File: config.mk
export PLATFORM = sky130hd
export DESIGN_NAME = mips_mem_stage
export DESIGN_NICKNAME = d
export VERILOG_FILES = /design/src/rtl/mips_mem_stage.sv
export SDC_FILE = /design/constraint.sdc
export NUM_CORES = 2
export LEC_CHECK = 0
export CORE_AREA = 5 5 431 433
export CTS_CLUSTER_SIZE = 28
export DETAILED_ROUTE_END_ITERATION = 7
export DIE_AREA = 0 0 436 438
export GPL_TIMING_DRIVEN = 0
export PLACE_DENSITY = 0.54
export SETUP_SLACK_MARGIN = 0.02
export SLEW_MARGIN = 10
export SYNTH_ARGS = -nofsm -noshare
export SYNTH_HDL_FRONTEND = slang
export SYNTH_SLANG_ARGS = --single-unit
File: constraint.sdc
create_clock -name i_clk -period 38 [get_ports i_clk]
set_input_delay 5.7 -clock i_clk [delete_from_list [all_inputs] [get_ports i_clk]]
set_output_delay 5.7 -clock i_clk [all_outputs]
set_load 0.01 [all_outputs]
File: src/rtl/mips_mem_stage.sv
// MIPS pipeline data-memory stage: size-formatted stores, combinational formatted loads.
// Define MEM_DEBUG_BUS_EN to drive o_bus_debug with the full memory image (zeros otherwise).
module mips_mem_stage #(
    parameter int IO_BUS_SIZE   = 32,
    parameter int MEM_ADDR_SIZE = 5
) (
    input  logic                                    i_clk,
    input  logic                                    i_reset,
    input  logic                                    i_flush,
    input  logic                                    i_mem_wr_rd,
    input  logic [1:0]                              i_mem_wr_src,
    input  logic [2:0]                              i_mem_rd_src,
    input  logic [IO_BUS_SIZE-1:0]                  i_alu_res,
    input  logic [IO_BUS_SIZE-1:0]                  i_bus_b,
    output logic [IO_BUS_SIZE-1:0]                  o_mem_rd,
    output logic [(2**MEM_ADDR_SIZE)*IO_BUS_SIZE-1:0] o_bus_debug
);

    localparam int DEPTH = 2**MEM_ADDR_SIZE;

    logic [IO_BUS_SIZE-1:0]   mem [DEPTH];
    logic [MEM_ADDR_SIZE-1:0] addr;
    logic [IO_BUS_SIZE-1:0]   wr_data;
    logic [IO_BUS_SIZE-1:0]   rd_word;
    logic                     unused_addr_bits;

    // Upper address bits are deliberately dropped, so addresses wrap modulo DEPTH.
    assign addr             = i_alu_res[MEM_ADDR_SIZE-1:0];
    assign unused_addr_bits = ^i_alu_res[IO_BUS_SIZE-1:MEM_ADDR_SIZE];

    always_comb begin
        wr_data = i_bus_b;
        case (i_mem_wr_src)
            2'b01:   wr_data = {{(IO_BUS_SIZE-16){1'b0}}, i_bus_b[15:0]};
            2'b10:   wr_data = {{(IO_BUS_SIZE-8){1'b0}}, i_bus_b[7:0]};
            default: wr_data = i_bus_b;
        endcase
    end

    // NOTE: the whole array is reset because the debug bus and loads must read zero
    // immediately on reset; this forces flops rather than a RAM macro.
    always_ff @(posedge i_clk or posedge i_reset) begin
        if (i_reset) begin
            for (int i = 0; i < DEPTH; i++) mem[i] <= '0;
        end else if (i_flush) begin
            for (int i = 0; i < DEPTH; i++) mem[i] <= '0;
        end else if (i_mem_wr_rd) begin
            mem[addr] <= wr_data;
        end
    end

    // Reads see the pre-edge contents, so a same-cycle write is not forwarded.
    assign rd_word = mem[addr];

    always_comb begin
        o_mem_rd = rd_word;
        case (i_mem_rd_src)
            3'b001:  o_mem_rd = {{(IO_BUS_SIZE-16){rd_word[15]}}, rd_word[15:0]};
            3'b010:  o_mem_rd = {{(IO_BUS_SIZE-16){1'b0}}, rd_word[15:0]};
            3'b011:  o_mem_rd = {{(IO_BUS_SIZE-8){rd_word[7]}}, rd_word[7:0]};
            3'b100:  o_mem_rd = {{(IO_BUS_SIZE-8){1'b0}}, rd_word[7:0]};
            default: o_mem_rd = rd_word;
        endcase
    end

`ifdef MEM_DEBUG_BUS_EN
    for (genvar k = 0; k < DEPTH; k++) begin : g_debug
        assign o_bus_debug[k*IO_BUS_SIZE +: IO_BUS_SIZE] = mem[k];
    end
`else
    assign o_bus_debug = '0;
`endif

endmodule

==> flow_summary.yaml <==
power_and_ir_drop:
  p_leak_nw: 32.5
  p_per_area_nw_per_um2: 38.6
  irDropWorstVdd_mv: 0.0350
worst_setup_path:
  cp_max_fo: 10
  cp_common_cell: "buf_2"
  crit_chain: "clkdlybuf4s50_1, buf_2, buf_2, buf_2, buf_2, o211ai_1, a21oi_1, a21oi_1, o21ai_0, clkdlybuf4s50_1"
  criticalPathCategory: "in -> out"
  cpLargestDelayFamily: "buffers and inverters"
  crit_arrival_ns: 10.56
  crit_path_end_kind: "output pin"
  crit_required_ns: 32.30
  crit_buf_inv: 6
  crit_path_start_kind: "primary input"
  slowest_stage: "clkdlybuf4s50_1"
  cp_slowest_stage_delay_ns: 0.88
yosys:
  avgSynthCellArea_sq_um: 12.1
  synth_edf_count: 0
  synth_top_area_share_pct: 47.7
  synthTopCellsByArea: "dfrtp_1 (48%), buf_4 (15%), a22o_1 (14%)"
  ys.flop_type: "dfrtp_1"
  ys_top_cells_by_count: "buf_4 (1042), dfrtp_1 (1024), a22o_1 (867), mux4_2 (269), clkbuf_1 (246)"
  synth_cell_types: 49
  netlist_instances: 4434
  synthMostInstantiatedCell: "buf_4"
  async_flop_share_pct: 100
  synth_seq_cells: 1024
  yosys_warnings: 0
  synth_seq_area_share_pct: 47.7
  mappedNetlistArea_sq_um: 53700
  yosys.area.top_type: "dfrtp_1"
global_routing:
  antenna_found_initial: 8
  grt_pass1_wl_um: 290000
  grt_pass1_vias: 38399
  grt_start_max_net_pins: 118
  grt_use_total_pct: 20.6
  grt_overflow_total: 0
final_layout:
  largest_register_ff_count: 1024
  final_area_sq_um: 65200
  fill_cells: 17983
  top_regs: "mem: 1024 flops"
  area_growth_pct: 21.3
  finalNetCount: 5726
  post_route_cells_drive_above_1_share_pct: 29.8
  top_register: "mem"
route:
  drtIter0Drc: 4277
  wl_per_cell_um: 25.4
  dr.pass1.iters: 5
  drtAntennaViolNets: 0
  wl_um: 206000
  routed_via_density: 4.87
  drc: 0
  routed-via-count: 39576
die:
  std_cell_rows: 157
  ioPinCount: 1129
  die_w_um: 436
  die_h_um: 438
  floorplan.initialDensity_pct: 29.6
  fp.coreArea_sq_um: 182000
  fp.dieArea_sq_um: 191000
timing:
  relSlewSlack_pct: 0.543
  timing.final.ws_setup_ns: 21.74
  tightestPinTransition_ns: 1.49
  maxSlewViolCount: 0
  setup_violations: 0
  max_freq_mhz: 61.5
  tns_ns: 0
  final.setup_skew_ns: 0
  finalHoldViolations: 0
  period_share_pct: 42.8
  fin_crit_ns: 16.26
  grt_setup_unrepaired: "false"
clock_tree:
  cts_buffers: 109
  htree_levels: 3
  clock_path_buffers: 3
  tritoncts: "yes"
  path_clk_slew_ns: 0.06
  clockRootBuffer: "clkbuf_16"
  clk_latency_ns: 0.69
  ctsResizeCount: 0
  post_cts.repair.setup_buffers: 0
  postCtsHoldBufs: 0
  clkSinkCount: 1024
status:
  status: "complete, but fails checks"
  failed_checks: "capacitance limit"
job:
  maxCapViolCount: 1
place:
  place_area_sq_um: 61600
  portBuffers: 74
  dp_slack_ns: 21.79
  gp_congestion: 0.956
  dp_hpwl_um: 153000
hold_path:
  hold_class: "reg -> reg"
power by group:
part	internal (mW)	switching (mW)
Sequential	1.10	0.00332
Combinational	0.111	0.209
Clock	0.631	0.465
logic make-up (layout without fill, tap and decap cells):
family                   after synthesis  after routing  share of synthesized area (%)
buffers and inverters               1451           1723                           17.9
AO/OA/AOI/OAI                       1124           1124                           17.0
flip-flops                          1024           1024                           47.7
AND/OR/NAND/NOR                      444            444                           3.86
multiplexers                         388            388                           13.5
adder cells (fa/ha/maj)                1              1                         0.0233
other                                  1           1032                        0.00698
XOR/XNOR                               1              1                         0.0163
metrics by stage:
| step | util [%] | std cells | hold WS, ns | power, mW |
|---|---|---|---|---|
| 6_report | 35.9 | 8122 | 0.493 | 2.51 |
| 3_5_place_dp | 33.9 | 7926 | 0.476 | 1.43 |
| 2_1_floorplan | - | 5457 | 0.461 | 1.34 |
| 5_1_grt | 35.9 | 8116 | 0.502 | 2.58 |
| 3_3_place_gp | 33.7 | 7916 | 0.477 | 1.42 |
| 4_1_cts | 35.9 | 8114 | 0.497 | 2.51 |
layout by cell type, fill, tap and decap left out, types with 9 or more instances in the layout:
cell type | synthesis | routed
buf_4 | 1042 | 1042
conb_1 | 1 | 1024
dfrtp_1 | 1024 | 1024
a22o_1 | 867 | 867
mux4_2 | 269 | 269
clkbuf_1 | 246 | 267
nand2_1 | 167 | 167
buf_2 | 137 | 137
a21oi_1 | 136 | 136
nand3_1 | 124 | 124
clkbuf_16 | 0 | 111
mux2i_1 | 109 | 109
clkdlybuf4s50_1 | 0 | 74
nor2_1 | 58 | 58
a21oi_2 | 30 | 30
o22ai_1 | 23 | 23
clkbuf_8 | 0 | 23
a22oi_1 | 20 | 20
nor2_2 | 19 | 19
clkinv_2 | 0 | 19
and3_1 | 18 | 18
o21ai_0 | 17 | 17
and2_1 | 15 | 15
buf_1 | 12 | 12
nor3_1 | 10 | 10
mux2_2 | 10 | 10
o21ai_1 | 9 | 9
buf_16 | 0 | 9
per-layer routing:
layer	track usage [%]	up-vias	wire length, um
li1	-	16674	-
met1	25.9	20132	77800
met5	0.252	-	62
met3	4.97	445	19900
met4	10.5	2	12200
met2	33.1	2323	96000
path summary, 6_finish.rpt:
path,cells after the start,startpoint,end,slack [ns]
worst max-delay path,10,i_alu_res[2],o_mem_rd[10],21.74
min in group asynchronous,2,i_reset,mem[54],5.53
worst max register to register,1,mem[14],mem[14],37.22
worst min-delay path,1,mem[939],mem[939],0.49
worst min register to register,1,mem[939],mem[939],0.49
max in group asynchronous,5,i_reset,mem[837],30.51
area by class of cell:
| cell class | instances | area, sq um | share of cell area, % |
|---|---|---|---|
| Antenna cell | 8 | 20.0 | 0.0307 |
| Buffer | 1446 | 9570 | 14.7 |
| Clock buffer | 156 | 3180 | 4.87 |
| Clock inverter | 32 | 404 | 0.620 |
| Inverter | 5 | 26.3 | 0.0403 |
| Multi-Input combinational cell | 2982 | 22400 | 34.3 |
| Sequential cell | 1024 | 25600 | 39.3 |
| Tap cell | 2385 | 2980 | 4.58 |
| Timing Repair Buffer | 84 | 1010 | 1.55 |
No activity file was read; power rests on OpenSTA's default activity.
